`config.mk`:
```
export PLATFORM = sky130hd
export DESIGN_NAME = aucohl_fifo_th_flat
export DESIGN_NICKNAME = d
export VERILOG_FILES = /design/src/rtl/aucohl_fifo_th_if.sv /design/src/rtl/aucohl_fifo_th.sv /design/src/flat_wrapper.sv
export SDC_FILE = /design/constraint.sdc
export NUM_CORES = 1
export LEC_CHECK = 0
export BUFFER_PORTS_ARGS = -buffer_cell sky130_fd_sc_hd__buf_2
export CAP_MARGIN = 25
export CORE_UTILIZATION = 42
export DETAILED_ROUTE_END_ITERATION = 10
export SLEW_MARGIN = 10
export SYNTH_ARGS = -nofsm -noshare
export SYNTH_HDL_FRONTEND = slang
export SYNTH_SLANG_ARGS = --single-unit
```
`constraint.sdc`:
```
create_clock -name clk -period 3.55 [get_ports clk]
set_input_delay 0.355 -clock clk [delete_from_list [all_inputs] [get_ports clk]]
set_output_delay 0.355 -clock clk [all_outputs]
set_load 0.01 [all_outputs]
```
`src/rtl/aucohl_fifo_th_if.sv`:
```
// FIFO bus bundle: master drives write/read/flush/threshold and the FIFO (slave)
// returns head data, level, the threshold flag and the sticky error flags.
interface aucohl_fifo_th_if #(
  parameter int DW = 8,
  parameter int AW = 4
);
  logic          flush;
  logic          wr;
  logic [DW-1:0] wdata;
  logic          rd;
  logic [DW-1:0] rdata;
  logic          empty;
  logic          full;
  logic [AW:0]   level;
  logic [AW:0]   threshold;
  logic          th_reached;
  logic          overflow;
  logic          underflow;

  modport master (
    output flush, wr, wdata, rd, threshold,
    input  rdata, empty, full, level, th_reached, overflow, underflow
  );

  modport slave (
    input  flush, wr, wdata, rd, threshold,
    output rdata, empty, full, level, th_reached, overflow, underflow
  );
endinterface

```
`src/rtl/aucohl_fifo_th.sv`:
```
// Parametrised FWFT FIFO with level count, threshold flag, flush and sticky errors.
// Write visible on rdata the cycle after it lands; writes while full are dropped unless a read frees a slot.
module aucohl_fifo_th #(
  parameter int DW = 8,
  parameter int AW = 4
) (
  input  logic              clk,
  input  logic              rst_n,
  aucohl_fifo_th_if.slave   bus
);
  localparam int          DEPTH    = 1 << AW;
  localparam logic [AW:0] LVL_FULL = (AW+1)'(DEPTH);

  logic [DW-1:0] mem [DEPTH];
  logic [AW-1:0] w_ptr;
  logic [AW-1:0] r_ptr;
  logic [AW:0]   level_q;
  logic [AW:0]   level_nxt;
  logic          empty_q;
  logic          full_q;
  logic          th_q;
  logic          ovf_q;
  logic          udf_q;
  logic          wr_acc;
  logic          rd_acc;

  // A read while full frees the head slot, so the write may land in the same edge.
  always_comb begin
    wr_acc    = bus.wr & (~full_q | bus.rd);
    rd_acc    = bus.rd & ~empty_q;
    level_nxt = level_q + (AW+1)'(wr_acc) - (AW+1)'(rd_acc);
  end

  always_ff @(posedge clk) begin
    if (wr_acc && !bus.flush) begin
      mem[w_ptr] <= bus.wdata;
    end
  end

  always_ff @(posedge clk or negedge rst_n) begin
    if (!rst_n) begin
      w_ptr   <= '0;
      r_ptr   <= '0;
      level_q <= '0;
      empty_q <= 1'b1;
      full_q  <= 1'b0;
      th_q    <= 1'b0;
      ovf_q   <= 1'b0;
      udf_q   <= 1'b0;
    end else if (bus.flush) begin
      w_ptr   <= '0;
      r_ptr   <= '0;
      level_q <= '0;
      empty_q <= 1'b1;
      full_q  <= 1'b0;
      th_q    <= 1'b0;
      ovf_q   <= 1'b0;
      udf_q   <= 1'b0;
    end else begin
      if (wr_acc) w_ptr <= w_ptr + 1'b1;
      if (rd_acc) r_ptr <= r_ptr + 1'b1;
      level_q <= level_nxt;
      empty_q <= (level_nxt == '0);
      full_q  <= (level_nxt == LVL_FULL);
      th_q    <= (level_nxt > bus.threshold);
      if (bus.wr && full_q && !bus.rd) ovf_q <= 1'b1;
      if (bus.rd && empty_q)           udf_q <= 1'b1;
    end
  end

  assign bus.rdata      = mem[r_ptr];
  assign bus.empty      = empty_q;
  assign bus.full       = full_q;
  assign bus.level      = level_q;
  assign bus.th_reached = th_q;
  assign bus.overflow   = ovf_q;
  assign bus.underflow  = udf_q;
endmodule
```
`src/flat_wrapper.sv`:
```
// flat-port wrapper written by rule: the top's interface ports become plain ports
module aucohl_fifo_th_flat 
#(
  parameter int DW = 8,
  parameter int AW = 4
)
  (clk, rst_n, bus_flush, bus_wr, bus_wdata, bus_rd, bus_threshold, bus_rdata, bus_empty, bus_full, bus_level, bus_th_reached, bus_overflow, bus_underflow);
  aucohl_fifo_th_if #(.DW(DW), .AW(AW)) bus_i ();
  input  logic clk;
  input  logic rst_n;
  input wire logic [$bits(bus_i.flush)-1:0] bus_flush;
  input wire logic [$bits(bus_i.wr)-1:0] bus_wr;
  input wire logic [$bits(bus_i.wdata)-1:0] bus_wdata;
  input wire logic [$bits(bus_i.rd)-1:0] bus_rd;
  input wire logic [$bits(bus_i.threshold)-1:0] bus_threshold;
  output wire logic [$bits(bus_i.rdata)-1:0] bus_rdata;
  output wire logic [$bits(bus_i.empty)-1:0] bus_empty;
  output wire logic [$bits(bus_i.full)-1:0] bus_full;
  output wire logic [$bits(bus_i.level)-1:0] bus_level;
  output wire logic [$bits(bus_i.th_reached)-1:0] bus_th_reached;
  output wire logic [$bits(bus_i.overflow)-1:0] bus_overflow;
  output wire logic [$bits(bus_i.underflow)-1:0] bus_underflow;
  assign bus_i.flush = bus_flush;
  assign bus_i.wr = bus_wr;
  assign bus_i.wdata = bus_wdata;
  assign bus_i.rd = bus_rd;
  assign bus_i.threshold = bus_threshold;
  assign bus_rdata = bus_i.rdata;
  assign bus_empty = bus_i.empty;
  assign bus_full = bus_i.full;
  assign bus_level = bus_i.level;
  assign bus_th_reached = bus_i.th_reached;
  assign bus_overflow = bus_i.overflow;
  assign bus_underflow = bus_i.underflow;
  aucohl_fifo_th #(.DW(DW), .AW(AW)) u_core (.clk(clk), .rst_n(rst_n), .bus(bus_i));
endmodule
```
==> results.json <==
{
  "finalSetupViolCount": 0,
  "power_frac_clock_pct": 42.1,
  "drtIter0Drc": 234,
  "yosysWarningCount": 0,
  "first_pass_iters": 4,
  "synthArstFlopShare_pct": 12.3,
  "hold_viol": 0,
  "post_cts_buffers": 0,
  "start_kind": "flop",
  "drcViolationCount": 0,
  "holdWs_ps": 216,
  "clock_latency_ps": 420,
  "ctsHtreeMaxLevel": 4,
  "die_y_um": 122,
  "dieWidth_um": 122,
  "synth-seq-cells": 146,
  "final_max_slew_viol_count": 0,
  "die_area_mm2": 0.0150,
  "worst_ep_arrival_time_ps": 3310,
  "period_share_pct": 83.6,
  "max-slew-margin-rel_pct": 39.6,
  "comb_power_share_pct": 17.5,
  "switching_share_pct": 24.5,
  "maxCapViolCount": 0,
  "netlist_area_mm2": 0.00608,
  "cp.required_ps": 3890,
  "grt_pass1_vias": 3096,
  "final_util_pct": 50.8,
  "grtUsageMet3_pct": 4.32,
  "fin_cells": 569,
  "clock_path_buffers": 2,
  "num-fill-cells": 1160,
  "fp-row-count": 43,
  "num_io_pins": 36,
  "synth_cell_types": 38,
  "clock-root-buffer": "clkbuf_16",
  "r2r_start": "u_core.bus.empty",
  "core_area_mm2": 0.0140,
  "dp_hpwl_um": 7480,
  "crit_path_max_fanout": 5,
  "synthCells": 332,
  "p_leak_nw": 2.57,
  "ir_worst_vdd_mv": 0.451,
  "nNetsFinal": 410,
  "tns_ps": 0,
  "grt-ovfl-total": 0,
  "min_path_type": "in -> reg",
  "ant_nets": 0,
  "port_buffers": 35,
  "syn_to_final_growth_pct": 16.8,
  "grt_max_degree": 36,
  "dp_slack_ps": 537,
  "syn_nets": 366,
  "avgSynthCellArea_um2": 18.3,
  "switching_power_mw": 1.21,
  "rsz0062_at_grt": "false",
  "synth_edf_count": 128,
  "fin_skew_ps": 5.98,
  "gp_congestion": 0.741,
  "start_util_pct": 43.5,
  "p_int_mw": 3.72,
  "clkSinkCount": 146,
  "tritoncts": "yes",
  "period_needed_ps": 2970,
  "status": "finished clean",
  "antennaDiodeCount": 0,
  "hp-start": "bus_rd",
  "drt_wl_total_um": 11400,
  "cts_made_buffers": 17,
  "fmax_ghz": 0.337,
  "end_kind": "flop",
  "drive_above_1_share_pct": 23.4,
  "grt.busiest_layer": "met2",
  "grt_pass1_wl_um": 17600,
  "via_count": 3007,
  "worstMarginPinSlew_ps": 905,
  "setup_ws_ps": 584,
  "critPathKind": "reg -> reg",
  "cts.reportedPaths.clkPinSlew_ps": 60,
  "wl_per_cell_um": 20.0,
  "startpoint": "u_core.bus.empty",
  "viasPerCell": 5.28,
  "globalRouteMet2Util_pct": 25.8,
  "grt.total_usage_pct": 16.8,
  "antenna_found_initial": 0,
  "yosys_most_used_dff": "edfxtp_1",
  "dp_cells": 536,
  "met1_usage_pct": 22.8,
  "yosysSeqAreaShare_pct": 70.6,
  "powerDensity_mw_per_mm2": 693,
  "pwr-share-seq_pct": 40.3
}
-- metrics by stage --
step	instance area [um2]	total power, mW
after floorplan	6080	2.66
after global placement	6400	2.88
after detailed placement	6400	2.89
after CTS	7100	4.96
after global routing	7100	5.14
final	7100	4.92
-- cell families (layout without fill, tap and decap cells) --
| group | Yosys count | in the layout | share of synthesized area (%) |
|---|---|---|---|
| DFF | 146 | 146 | 70.6 |
| and+or+nand+nor | 64 | 64 | 5.43 |
| buffers and inverters | 34 | 91 | 3.13 |
| muxes | 33 | 33 | 12.7 |
| AOI/OAI and AO/OA | 29 | 29 | 3.25 |
| adders and majority gates | 16 | 16 | 3.42 |
| xor gates and xnor gates | 10 | 10 | 1.44 |
-- worst paths after layout --
check | endpoint | slack, ps | cells after the start
worst min-delay path | u_core.bus.underflow | 220 | 3
min in group asynchronous | u_core.w_ptr[2] | 400 | 2
worst max-delay path | u_core.bus.th_reached | 580 | 15
worst min register to register | u_core.bus.underflow | 490 | 2
max in group asynchronous | u_core.bus.empty | 2830 | 2
worst max register to register | u_core.bus.th_reached | 580 | 15
-- cell usage after synthesis (2+ instances only) --
cell / instances / area (um2)
inv_1: 20 / 75.1
a21oi_1: 6 / 30.0
nor2b_1: 3 / 18.8
nand3_1: 2 / 10.0
buf_2: 2 / 10.0
and3_1: 2 / 12.5
xnor2_1: 4 / 35.0
dfrtp_1: 17 / 425
o21ai_0: 2 / 10.0
clkbuf_1: 2 / 7.51
edfxtp_1: 128 / 3840
mux4_1: 11 / 289
clkdlybuf4s25_2: 2 / 20.0
nor4_1: 2 / 12.5
nor2_1: 20 / 75.1
a31oi_1: 2 / 12.5
nand2_1: 11 / 41.3
nand2b_1: 2 / 12.5
mux4_2: 21 / 473
buf_4: 3 / 22.5
a22oi_1: 16 / 120
xor2_1: 6 / 52.6
buf_6: 2 / 22.5
nor4b_1: 2 / 17.5
and2_1: 17 / 106
ha_1: 15 / 188
-- flip-flops by register name, indices dropped and copies added (netlist names) --
name,cells
u_core.bus.level,5
u_core.bus.overflow,1
u_core.w_ptr,4
u_core.bus.empty,1
u_core.mem,128
u_core.bus.underflow,1
u_core.bus.full,1
u_core.bus.th_reached,1
u_core.r_ptr,4
-- cells in the final DEF (no fill, tap or decap), types with 11 or more instances in the layout --
cell,Yosys,routed
a22oi_1,16,16
dfrtp_1,17,16
edfxtp_1,128,128
ha_1,15,15
nor2_1,20,20
nand2_1,11,11
buf_2,2,35
mux4_2,21,21
and2_1,17,17
mux4_1,11,11
clkbuf_16,0,17
inv_1,20,20
-- power by group through the flow --
stage               registers [mW]  logic, mW  clock network [mW]
detailed placement            2.02      0.869                   0
global placement              2.02      0.853                   0
floorplan                     2.02      0.640                   0
global route                  2.00      0.978                2.17
finish                        1.99      0.864                2.07
CTS                           1.99      0.874                2.09
-- timing repair --
action,in CTS,in global routing
hold buffers,1,0
gates resized for setup,0,0
hold endpoints to repair,17,0
-- routing by layer --
| metal | vias to the layer above | routed length [um] |
|---|---|---|
| li1 | 1392 | - |
| met1 | 1543 | 5140 |
| met2 | 59 | 5650 |
| met3 | 13 | 432 |
| met4 | 0 | 174 |
| met5 | - | 0 |
-- final cells by class --
class                   count  area [um2]  share of cell area (%)
flip-flops and latches    146        4300                    60.5
well taps                 180         225                    3.17
repair buffers             39         220                    3.10
clock buffers              19         433                    6.10
inverters                  20        75.1                    1.06
multi-input cells         152        1600                    22.5
clock inverters            13         256                    3.61
-- worst max-delay path: stages (launching register included) --
cell and delay (ps):
dfstp_2 540, nor2b_1 50, buf_4 150, ha_1 260
inv_1 50, ha_1 160, inv_1 50, fa_1 390
nand2b_1 160, a21oi_1 150, xnor2_1 220, inv_1 90
ha_1 290, a31oi_1 120, o21ai_0 90, a21oi_1 120
Note: power is estimated with default switching activity, not from simulation.
